--- config.mk ---
export PLATFORM = sky130hd
export DESIGN_NAME = enc_round_sched
export DESIGN_NICKNAME = d
export VERILOG_FILES = /design/src/rtl/enc_round_sched.sv
export SDC_FILE = /design/constraint.sdc
export NUM_CORES = 1
export LEC_CHECK = 0
export ABC_CLOCK_PERIOD_IN_PS = 2300
export BUFFER_PORTS_ARGS = -buffer_cell sky130_fd_sc_hd__buf_2
export CAP_MARGIN = 30
export CORE_ASPECT_RATIO = 0.9
export CORE_UTILIZATION = 49
export CTS_CLUSTER_SIZE = 12
export DETAILED_ROUTE_END_ITERATION = 16
export HOLD_SLACK_MARGIN = 0.1
export PLACE_DENSITY_LB_ADDON = 0.3
export SETUP_SLACK_MARGIN = 0.2
export SLEW_MARGIN = 20
export SYNTH_ARGS = -nofsm -noshare
export SYNTH_HDL_FRONTEND = slang
export SYNTH_SLANG_ARGS = --single-unit
--- constraint.sdc ---
create_clock -name clk -period 2.3 [get_ports clk]
set_input_delay 0.115 -clock clk [delete_from_list [all_inputs] [get_ports clk]]
set_output_delay 0.115 -clock clk [all_outputs]
set_load 0.02 [all_outputs]
--- src/rtl/enc_round_sched.sv ---
// rtl/enc_round_sched.sv - two-requester round-robin scheduler around a shared 8-bit encryption round
//
// Purpose:
//   Shares one 8-bit round datapath (expansion, key XOR, nibble add, concat)
//   between two requesters. One job is in flight at a time. Each job runs
//   ROUNDS iterations with a key that rotates left by one bit per round. The
//   result is offered on a valid/ready port, tagged with the requester ID.
//
// Ports:
//   clk          clock, all state changes on the rising edge
//   reset        synchronous, active-high reset
//   req_valid    per-requester job valid (bit i = requester i)
//   req_ready    per-requester accept, at most one bit high, only in IDLE
//   req_number0  requester 0 plaintext
//   req_key0     requester 0 key
//   req_number1  requester 1 plaintext
//   req_key1     requester 1 key
//   out_valid    result valid (DONE state)
//   out_ready    consumer accept
//   out_data     encrypted byte, 0 outside DONE
//   out_id       requester that issued the job, 0 outside DONE
//   busy         high whenever the controller is not IDLE

module enc_round_sched #(
  parameter int ROUNDS = 4
) (
  input  logic       clk,
  input  logic       reset,
  input  logic [1:0] req_valid,
  output logic [1:0] req_ready,
  input  logic [7:0] req_number0,
  input  logic [7:0] req_key0,
  input  logic [7:0] req_number1,
  input  logic [7:0] req_key1,
  output logic       out_valid,
  input  logic       out_ready,
  output logic [7:0] out_data,
  output logic       out_id,
  output logic       busy
);

  typedef enum logic [1:0] {
    IDLE  = 2'd0,
    ROUND = 2'd1,
    DONE  = 2'd2
  } state_t;

  localparam logic [3:0] LAST_CNT = 4'(ROUNDS - 1);

  state_t     state_q, state_d;
  logic [7:0] s_q, s_d;
  logic [7:0] k_q, k_d;
  logic       id_q, id_d;
  logic [3:0] cnt_q, cnt_d;
  logic       last_grant_q, last_grant_d;

  logic       grant_valid;
  logic       grant;

  // One round: bit-permuting expansion of the low nibble, XOR with the key,
  // add the two nibbles plus key bit 0 (carry dropped), keep the low nibble.
  function automatic logic [7:0] round_f(input logic [7:0] s, input logic [7:0] k);
    logic [7:0] expd;
    logic [7:0] x;
    logic [3:0] sum;
    expd = {s[3], s[0], s[1], s[2], s[1], s[3], s[2], s[0]};
    x    = expd ^ k;
    sum  = x[7:4] + x[3:0] + {3'b000, k[0]};
    return {sum, s[3:0]};
  endfunction

  // Round-robin: a lone requester always wins; on contention the one that
  // did not win last time gets the slot.
  always_comb begin
    grant_valid = |req_valid;
    case (req_valid)
      2'b01:   grant = 1'b0;
      2'b10:   grant = 1'b1;
      2'b11:   grant = ~last_grant_q;
      default: grant = 1'b0;
    endcase
  end

  always_comb begin
    state_d      = state_q;
    s_d          = s_q;
    k_d          = k_q;
    id_d         = id_q;
    cnt_d        = cnt_q;
    last_grant_d = last_grant_q;
    req_ready    = 2'b00;
    out_valid    = 1'b0;
    out_data     = 8'h00;
    out_id       = 1'b0;
    busy         = (state_q != IDLE);

    case (state_q)
      IDLE: begin
        if (grant_valid) begin
          // Gated by reset so no requester sees an accept that reset will void.
          if (!reset) begin
            req_ready = grant ? 2'b10 : 2'b01;
          end
          s_d          = grant ? req_number1 : req_number0;
          k_d          = grant ? req_key1 : req_key0;
          id_d         = grant;
          cnt_d        = 4'd0;
          last_grant_d = grant;
          state_d      = ROUND;
        end
      end

      ROUND: begin
        s_d   = round_f(s_q, k_q);
        k_d   = {k_q[6:0], k_q[7]};
        cnt_d = cnt_q + 4'd1;
        if (cnt_q == LAST_CNT) begin
          state_d = DONE;
        end
      end

      DONE: begin
        out_valid = 1'b1;
        out_data  = s_q;
        out_id    = id_q;
        if (out_ready) begin
          state_d = IDLE;
        end
      end

      default: begin
        state_d = IDLE;
      end
    endcase
  end

  always_ff @(posedge clk) begin
    if (reset) begin
      state_q      <= IDLE;
      s_q          <= 8'h00;
      k_q          <= 8'h00;
      id_q         <= 1'b0;
      cnt_q        <= 4'd0;
      last_grant_q <= 1'b1;
    end else begin
      state_q      <= state_d;
      s_q          <= s_d;
      k_q          <= k_d;
      id_q         <= id_d;
      cnt_q        <= cnt_d;
      last_grant_q <= last_grant_d;
    end
  end

endmodule
# ---- Word-level counts from Yosys, hierarchy flattened
# Cells that the tools add are included.
dict set report totals {
  regBits 24
  latch_bits 0
  ram_bits 0
  rom_bits 0
  inputBits 37
  output_inout_bits 13
  mem_count 0
}
dict set report op_classes {
  add_sub_neg 3
  mul 0
  div_mod_pow 0
  magnitude_cmp 0
  eq_ne 8
  shifts 0
  mux 20
  bitwise_logic 3
  n_reduce_logical 8
}
# operator count
set op_table {}
lappend op_table {{two-way mux 8 bit} 5}
lappend op_table {{case mux 8 bit (2 select lines)} 2}
lappend op_table {{two-way mux 2 bit} 7}
lappend op_table {{case mux 4 bit (2 select lines)} 1}
lappend op_table {{XOR 8 bit} 1}
lappend op_table {{equality test 2 bit (second input constant)} 3}
lappend op_table {{inequality test 2 bit (second input constant)} 3}
lappend op_table {{case mux 2 bit (3 select lines)} 1}
lappend op_table {{AND reduction 3 bit} 2}
lappend op_table {{adder 4 x 1 -> 4 bit} 1}
lappend op_table {{adder 4 x 1 -> 4 bit (second input constant)} 1}
lappend op_table {{adder 4 bit} 1}
lappend op_table {{equality test 4 x 2 -> 1 bit (second input constant)} 1}
lappend op_table {{two-way mux 4 bit} 1}
lappend op_table {{AND reduction 2 bit} 2}
lappend op_table {{nonzero test 2 bit} 2}
lappend op_table {{equality test 2 x 1 -> 1 bit (second input constant)} 1}
lappend op_table {{zero test 2 bit} 1}
lappend op_table {{two-way mux 1 bit} 2}
lappend op_table {{inverter 1 bit} 2}
lappend op_table {{case mux 1 bit (2 select lines)} 1}
lappend op_table {{OR reduction 2 bit} 1}

# ---- Logic depth before layout (Yosys ltp)
# Gate-level depths: netlist of run 1.
dict set report logic_depth {
  ltp_word 6
  ltp_mapped 8
}

# ---- Worst setup path before layout of run 1
# OpenSTA, ideal clock, no wires.
dict set report synth_path {
  kind {reg-to-output}
  start {reg state_q[0]}
  end {out req_ready[0]}
  arrival_time_ns 1.601
  slack_ns 0.584
  path_stages_with_launch 7
  path_cell_list {dfxtp_1 > or2_1 > buf_6 > or2_1 > buf_6 > buf_6 > nor3_1}
}
dict set report synth_between {
  elab_chain_cells 2
}
# element line
set synth_lines {}
lappend synth_lines {{start: declaration} 50} ;# state_t state_q, state_d;
lappend synth_lines {{start signal: assignment} 146} ;# state_q <= state_d;
lappend synth_lines {{zero test 2 bit} 97} ;# case (state_q)
lappend synth_lines {{two-way mux 2 bit} 97}
lappend synth_lines {{end: declaration} 30} ;# output logic [1:0] req_ready,
# No other way between the ends.

# ---- Worst setup path after layout of run 1
# Ends and elaborated chain as after synthesis.

==> impl_metrics.toml, run 1 <==
[pwr]
powerDensity_nw_per_um2 = 615
peakVddDrop_uv = 343
power_leakage_nw = 0.826

[floorplanning]
dieArea_um2 = 3080
core-area_um2 = 2730
row_count = 18
io-pin-count = 50
die_h_um = 52.8
initial_core_util = 0.515
dieWidth_um = 58.4

[clocking]
clock_latency_ns = 0.32
clk_pin_slew_ns = 0.14
cts_tree = "yes"
clock-sinks = 24
cts_root_buffer = "clkbuf_4"
h-tree-depth = 1
numCtsBuffers = 3
post_cts_buffers = 0
max-clock-path-buffers = 2

[logic_synthesis]
synth_top_flop_cell = "dfxtp_1"
synth_top_area_share = 0.343
synth.most_common_cell = "nand2_1"
synth.cell_area_um2 = 1400
synth_common_cells = "nand2_1, dfxtp_1, a21oi_1"
yosys.area.top_type = "dfxtp_1"
async_flop_share = 0
synth_warnings = 0
syn_inst = 183
synth-edff-count = 0
synth_area_leaders = "dfxtp_1, nand2_1, a21oi_1"
seq_area_frac_synth = 0.343
synthesis.nets = 224
synth_area_per_cell_um2 = 7.66
synth_seq_cells = 24
yosysUniqueCellTypes = 35

[sta]
fin_skew_ns = 0.00389
worst_hold_slack_ns = 0.127
fin_setup_tns_ns = 0
slew_violations = 0
setup_ws_ns = 0.358
min_period_over_period = 0.844
post-route-min-period_ns = 1.94
timing.fmax_mhz = 515
rsz0062_at_grt = "no"
hold_viol = 0
setup_viol = 0
max_slew_margin = 0.570
tightestPinTransition_ns = 0.643

[critical_path]
slowest_delay_ns = 0.50
worstSetupEndpointType = "output pin"
criticalPathCategory = "reg2out"
critical-path-top-delay-family = "simple AND/OR/NAND/NOR gates"
required_ns = 2.18
crit_path_start_kind = "register"
crit_fanout = 23
cp.arrival_ns = 1.83
path_cells = "or2_1, or2_2, nor3_1, buf_2"
critPathBufInv = 1
crit_slowest_cell = "or2_2"

[route]
first_pass_iters = 4
routed_via_density = 5.14
post_drt_wl_per_cell_um = 12.7
first_iter_violations = 41
dr_total_vias = 1418
drc = 0
ant_nets = 0
wl_um = 3500

[worst_hold_path]
hp-class = "in2reg"

[place]
io_buffers = 49
placed_cells = 262
dp_hpwl_um = 2290
place.gp.congestion = 0.805
dp_slack_ns = 0.488

[layout]
antennaDiodeCount = 0
nNetsFinal = 278
fillers = 270
fin_cells = 276
drive_gt1_frac = 0.271
fin_util = 0.659
areaGrowthSynthToFinish_pct = 28.1

[run_status]
outcome = "completed"

[grt]
gr-total-overflow = 0
grt_pass1_wl_um = 5770
track_usage = 0.251
grt_max_degree = 28
antenna_found_initial = 0
grt_pass1_vias = 1269

[job]
cap_viol_max_count = 0
sequential cells by signal (all words and copies together), names as in the netlist:
name,cells
k_q,8
last_grant_q,1
cnt_q,4
id_q,1
s_q,8
state_q,2
placed cells by master (no fill, tap or decap), drive strengths merged, types with 3 or more instances in the layout:
cell and n:
buf 52, nand2 34, dfxtp 24, a21oi 24, nor2 22, dlygate4sd3 10
and2 9, a221oi 8, nand3 6, xor2 5, xnor2 5, or2 4
a22oi 3, nand2b 3, a311oi 3, ha 3, clkbuf 3
through the flow:
| step | power (mW) | instance area [um^2] |
|---|---|---|
| floorplan | 0.719 | 1400 |
| global placement | 0.781 | 1640 |
| detailed placement | 0.785 | 1640 |
| CTS | 1.10 | 1790 |
| global route | 1.17 | 1800 |
| finish | 1.11 | 1800 |
kinds of logic (layout without fill, tap and decap cells):
logic type               Yosys count  after routing  share of synthesized area
XOR/XNOR                          10             10                     0.0624
adder cells (fa/ha/maj)            4              4                     0.0410
flip-flops                        24             24                      0.343
AO/OA/AOI/OAI                     47             47                      0.227
AND/OR/NAND/NOR                   83             83                      0.266
buffers and inverters             15             68                     0.0616
power by group:
group | switching, mW | internal, mW | leakage (nW)
Sequential | 0.0358 | 0.455 | 0.198
Combinational | 0.162 | 0.144 | 0.601
Clock | 0.133 | 0.176 | 0.0279
cell type report:
class                      instances  area (um^2)  share of cell area
multi-input combinational        144          838               0.467
inverter                           2         7.51             0.00418
timing repair buffer              62          368               0.205
sequential                        24          480               0.267
tap                               40         50.0              0.0279
clock inverter                     1         30.0              0.0167
clock buffer                       3         22.5              0.0125
worst register-to-register path: cells and delay by family, from the launching register on:
family	cells	cell delay (ns)
buffers and inverters	2	0.75
AO/OA/AOI/OAI	1	0.24
AND/OR/NAND/NOR	3	0.55
flip-flops	1	0.35
repair_timing:
item	in CTS	in global routing
hold buffers	10	0
endpoints found under the hold margin	6	0
resized for setup	0	2
endpoints found under the setup margin	0	2
per-layer routing:
| metal | track usage | share of wire | vias to the layer above |
|---|---|---|---|
| met1 | 0.331 | 0.46 | 625 |
| met2 | 0.420 | 0.47 | 49 |
| met3 | 0.0247 | 0.049 | 8 |
| met4 | 0.103 | 0.024 | 0 |
| met5 | 0 | 0 | - |
| li1 | - | - | 736 |
path summary, 6_finish.rpt:
kind,cells past startpoint,endpoint,slack (ns),start
max,4,req_ready[0],0.36,state_q[0]$_SDFFE_PP0P_
min,3,s_q[1]$_SDFFE_PP0P_,0.13,req_number0[1]
max reg2reg,6,s_q[0]$_SDFFE_PP0P_,0.36,state_q[0]$_SDFFE_PP0P_
min reg2reg,2,cnt_q[3]$_SDFFE_PP0P_,0.49,cnt_q[3]$_SDFFE_PP0P_
No activity file was read; power rests on OpenSTA's default activity.
==> run 2: changes to the inputs <==
Settings changed: ABC_CLOCK_PERIOD_IN_PS 2300 to 1750, CORE_UTILIZATION 49 to 44.
Clock period 2.3 ns to 1.75 ns, I/O delays scaled along.
==> run 2 against run 1 <==
Net effect:
- worst hold slack better by 0.0017 ns
- sequential cell count stayed put
- non-clock buffer count is 14 higher
- clock skew is 0.010 ns higher
- final cell count is 5.8% higher
- wire length is 14% higher
- die area is 11% higher
- count of clock-buffer cells in the layout is 1 higher
- sequential share of layout area is 2.1 points lower
- critical path depth is 2 higher
- critical endpoint is now s_q[5]$_SDFFE_PP0P_
- largest cell class unchanged
==> impl_metrics.toml, run 2 (synthesis results as in run 1) <==
[floorplanning]
row_count = 19
io-pin-count = 50
die_h_um = 55.6
dieWidth_um = 61.5
initial_core_util = 0.461
dieArea_um2 = 3420
core-area_um2 = 3040

[layout]
fin_cells = 292
final_cell_mix = "buf_2, nand2_1, nor2_1"
seqCellArea_um2 = 498
drive_gt1_frac = 0.420
postLayoutCellArea_um2 = 2020
multi_input_area_um2 = 943
antennaDiodeCount = 0
layout_commonest_cell = "buf_2"
nNetsFinal = 292
fillers = 263
reg_top3 = "k_q: 8 flops, s_q: 8 flops, cnt_q: 4 flops"
areaGrowthSynthToFinish_pct = 44.1

[route]
ant_nets = 0
routed_via_density = 5.39
first_iter_violations = 55
wl_um = 3990
drc = 0
dr_total_vias = 1573
first_pass_iters = 4
post_drt_wl_per_cell_um = 13.7

[grt]
gr-total-overflow = 0
track_usage = 0.242
grt_pass1_wl_um = 6200
grt_max_degree = 28
grt_pass1_vias = 1408
antenna_found_initial = 0

[critical_path]
crit_path_start_kind = "register"
required_ns = 1.99
cp.arrival_ns = 1.92
rr_worst_depth = 6
worstSetupEndpointType = "register"
criticalPathCategory = "reg2reg"
crit_fanout = 3

[sta]
setup_ws_ns = 0.0632
fin_skew_ns = 0.0141
hold_viol = 0
max_slew_margin = 0.644
tightestPinTransition_ns = 0.535
post-route-min-period_ns = 1.69
timing.fmax_mhz = 593
worst_hold_slack_ns = 0.129
slew_violations = 0
setup_viol = 0
rsz0062_at_grt = "yes"
min_period_over_period = 0.964

[pwr]
p_int_uw = 985
sw_frac_of_total = 0.330
share_comb_of_total_power = 0.353
peakVddDrop_uv = 617
power_leakage_nw = 0.910
p_seq_frac = 0.446
switching_power_uw = 486
powerDensity_nw_per_um2 = 728
clkPwrFrac = 0.201

[clocking]
cts_root_buffer = "clkbuf_4"
numCtsBuffers = 3
h-tree-depth = 1
clock_latency_ns = 0.32
max-clock-path-buffers = 2
cts_tree = "yes"
clk_pin_slew_ns = 0.14
clock-sinks = 24

[place]
place_area_um2 = 1690
place.gp.congestion = 0.843
dp_hpwl_um = 2500
io_buffers = 49
placed_cells = 268
dp_slack_ns = 0.0220

[job]
cap_viol_max_count = 0

[run_status]
outcome = "completed"

[worst_hold_path]
holdPathStages = 3
hp-class = "in2reg"
[run 2: final cells by class]
type	instances	area share
tap	42	0.0260
clock buffer	4	0.0180
multi-input combinational	144	0.467
sequential	24	0.246
timing repair buffer	76	0.239
inverter	2	0.00372
[run 2: per-layer routing]
layer	vias up	track usage	share of wire
met5	-	0	0
met4	0	0.0603	0.026
met3	15	0.0562	0.061
met2	59	0.387	0.48
met1	737	0.324	0.44
li1	762	-	-
[run 2: what timing repair did]
| item | 4_1_cts | 5_1_grt |
|---|---|---|
| gates resized for setup | 16 | 19 |
| hold buffers | 10 | 0 |
| buffers inserted | 8 | 2 |
| endpoints found under the setup margin | 14 | 26 |
| hold endpoints to repair | 6 | 0 |
| pin swaps | 7 | 7 |
[run 2: through the flow]
step / setup TNS (ns) / total power [mW] / util
2_1_floorplan: 0 / 0.952 / -
3_3_place_gp: 0 / 1.05 / 0.555
3_5_place_dp: 0 / 1.06 / 0.555
4_1_cts: 0 / 1.41 / 0.635
5_1_grt: -0.0423 / 1.57 / 0.664
6_report: 0 / 1.47 / 0.664
[run 2: worst max-delay path, stage by stage, from the launching register on]
cell and delay, ns:
dfxtp_4 0.42, xor2_2 0.19, inv_1 0.09, fa_1 0.47, nor2_1 0.11, a211oi_1 0.05, a311oi_1 0.29
[run 2: worst paths after layout]
check,slack [ns],from,end
hold reg to reg,0.50,cnt_q[3]$_SDFFE_PP0P_,cnt_q[3]$_SDFFE_PP0P_
hold / removal,0.13,req_number0[2],s_q[2]$_SDFFE_PP0P_
setup / recovery,0.06,s_q[2]$_SDFFE_PP0P_,s_q[5]$_SDFFE_PP0P_
setup reg to reg,0.06,s_q[2]$_SDFFE_PP0P_,s_q[5]$_SDFFE_PP0P_
[run 2: power by group through the flow]
stage / clock network, mW / registers (mW) / logic (mW)
detailed placement: 0 / 0.658 / 0.399
global route: 0.329 / 0.662 / 0.575
global placement: 0 / 0.657 / 0.395
floorplan: 0 / 0.641 / 0.310
CTS: 0.303 / 0.648 / 0.462
finish: 0.296 / 0.656 / 0.518
==> run 3: changes to the inputs <==
Settings changed: ABC_AREA from default to 1, CORE_UTILIZATION 44 to 45.
==> run 3 against run 2 <==
Net effect:
- clock power grew 66%
- count of clock-buffer cells in the layout shrank 1
- maximum frequency grew 9.1%
- die area grew 4.7%
- final cell count grew 11%
- critical endpoint unchanged
==> impl_metrics.toml, run 3 <==
[run_status]
outcome = "completed"

[place]
place.gp.congestion = 0.811
io_buffers = 49
dp_slack_ns = 0.156
dp_hpwl_um = 2700

[pwr]
share_comb_of_total_power = 0.373
clkPwrFrac = 0.262
p_int_mw = 1.23
p_total_mw = 1.87
switching_power_uw = 639
power_leakage_nw = 0.991
p_seq_frac = 0.365
powerDensity_nw_per_um2 = 919
peakVddDrop_uv = 725
sw_frac_of_total = 0.341

[sta]
fin_skew_ns = 0.00243
post-route-min-period_ns = 1.55
setup_viol = 0
hold_viol = 0
rsz0062_at_grt = "yes"
timing.fmax_mhz = 647
setup_ws_ns = 0.204
min_period_over_period = 0.883
fin_setup_tns_ns = 0
slew_violations = 0
max_slew_margin = 0.735
worst_hold_slack_ns = 0.105
tightestPinTransition_ns = 0.398

[critical_path]
required_ns = 1.90
critical-path-top-delay-family = "adder cells"
critPathBufInv = 2
crit_path_start_kind = "register"
crit_fanout = 3
crit_slowest_cell = "fa_1"
path_cells = "inv_4, nand2_4, nand3_4, nand2_2, inv_1, fa_1, a21oi_1, a22oi_1, nor2_1"
cp.arrival_ns = 1.70
criticalPathCategory = "reg2reg"
slowest_delay_ns = 0.47
worstSetupEndpointType = "register"

[layout]
drive_gt1_frac = 0.346
fin_util = 0.654
nNetsFinal = 325
final_cell_mix = "nand2_1, buf_2, nor2_1"
antennaDiodeCount = 0
layout_commonest_cell = "nand2_1"
reg_top3 = "k_q: 8 flops, s_q: 8 flops, cnt_q: 4 flops"
areaGrowthSynthToFinish_pct = 35.4

[logic_synthesis]
seq_area_frac_synth = 0.319
synth_area_per_cell_um2 = 6.93
synth_common_cells = "nand2_1, nor2_1, dfxtp_1"
synth_area_leaders = "dfxtp_1, nand2_1, nor2_1"
synth_compound_area_frac = 0.218
synth_xor_area_frac = 0.0349
synth.mux.area_fraction = 0
synth.most_common_cell = "nand2_1"
synth.cell_area_um2 = 1500
yosysUniqueCellTypes = 33
synthesis.nets = 258
synth_top_family_by_area = "simple AND/OR/NAND/NOR gates"
yosys.area.top_type = "dfxtp_1"
synth_top_flop_cell = "dfxtp_1"
synth_warnings = 0
syn_inst = 217
synth-adder-area-share = 0.0383
yosys.area_share.simple = 0.278
synth-edff-count = 0
async_flop_share = 0
synth_top_area_share = 0.319
synth_seq_cells = 24

[route]
ant_nets = 0
first_pass_iters = 4
wl_um = 3960
first_iter_violations = 51
routed_via_density = 4.93
drc = 0
post_drt_wl_per_cell_um = 12.2
dr_total_vias = 1602

[clocking]
clk_pin_slew_ns = 0.09
clock-sinks = 24
max-clock-path-buffers = 2
cts_root_buffer = "clkbuf_8"
numCtsBuffers = 3
clock_latency_ns = 0.27
cts_tree = "yes"
h-tree-depth = 1

[grt]
grt_pass1_vias = 1463
gr-total-overflow = 0
grt_max_degree = 22
met2_usage = 0.386
use_met1 = 0.288
antenna_found_initial = 0
use_met3 = 0.0447
top_usage_layer = "met2"
grt_pass1_wl_um = 6350
track_usage = 0.226

[floorplanning]
row_count = 19
die_h_um = 56.8
dieWidth_um = 62.9
initial_core_util = 0.483
core-area_um2 = 3110
dieArea_um2 = 3580
io-pin-count = 50

[worst_hold_path]
hp-class = "in2reg"

[job]
cap_viol_max_count = 0
-- run 3: power by group through the flow --
stage	Combinational, mW	Clock (mW)	Sequential (mW)
floorplan	0.470	0	0.673
global placement	0.590	0	0.683
detailed placement	0.595	0	0.686
CTS	0.650	0.496	0.675
global route	0.780	0.519	0.694
finish	0.699	0.490	0.684
-- run 3: routing by layer --
layer	routed length (um)	part of all wire
met1	1800	0.45
met2	1840	0.47
met3	266	0.067
met4	55	0.014
met5	0	0
-- run 3: final timing paths --
kind	endpoint	slack, ns	depth (start not counted)	start
worst min register to register	id_q$_SDFFE_PP0P_	0.47	2	id_q$_SDFFE_PP0P_
worst max register to register	s_q[5]$_SDFFE_PP0P_	0.20	9	s_q[2]$_SDFFE_PP0P_
worst max-delay path	s_q[5]$_SDFFE_PP0P_	0.20	9	s_q[2]$_SDFFE_PP0P_
worst min-delay path	k_q[6]$_SDFFE_PP0P_	0.11	3	req_key0[6]
-- run 3: kinds of logic (layout without fill, tap and decap cells) --
family          after synthesis  after routing
buf+inv                      37            103
xor+xnor                      6              6
simple gates                 95             95
fa+ha+maj                     4              4
flops                        24             24
compound gates               51             51
-- run 3: worst reg2reg max path, cell delays in order, from the launching register on --
cell,delay [ns]
dfxtp_4,0.39
inv_4,0.05
nand2_4,0.06
nand3_4,0.07
nand2_2,0.07
inv_1,0.05
fa_1,0.47
a21oi_1,0.06
a22oi_1,0.15
nor2_1,0.06
-- run 3: what timing repair did --
item	CTS	global route
setup buffers	6	5
setup endpoints to repair	4	5
resized for setup	7	11
hold endpoints to repair	4	0
hold buffers	6	0
pin swaps	4	5
-- run 3: layout make-up --
type | count | area, um^2
Clock inverter | 1 | 30.0
Sequential cell | 24 | 487
Multi-Input combinational cell | 156 | 896
Timing Repair Buffer | 69 | 410
Fill cell | 296 | 1080
Tap cell | 42 | 52.6
Inverter | 30 | 120
Clock buffer | 3 | 41.3
-- run 3: metrics by stage --
stage	std cells	cell area, um^2
after floorplan	217	1500
after global placement	304	1770
after detailed placement	304	1770
after CTS	320	1960
after global routing	325	2040
final	325	2040
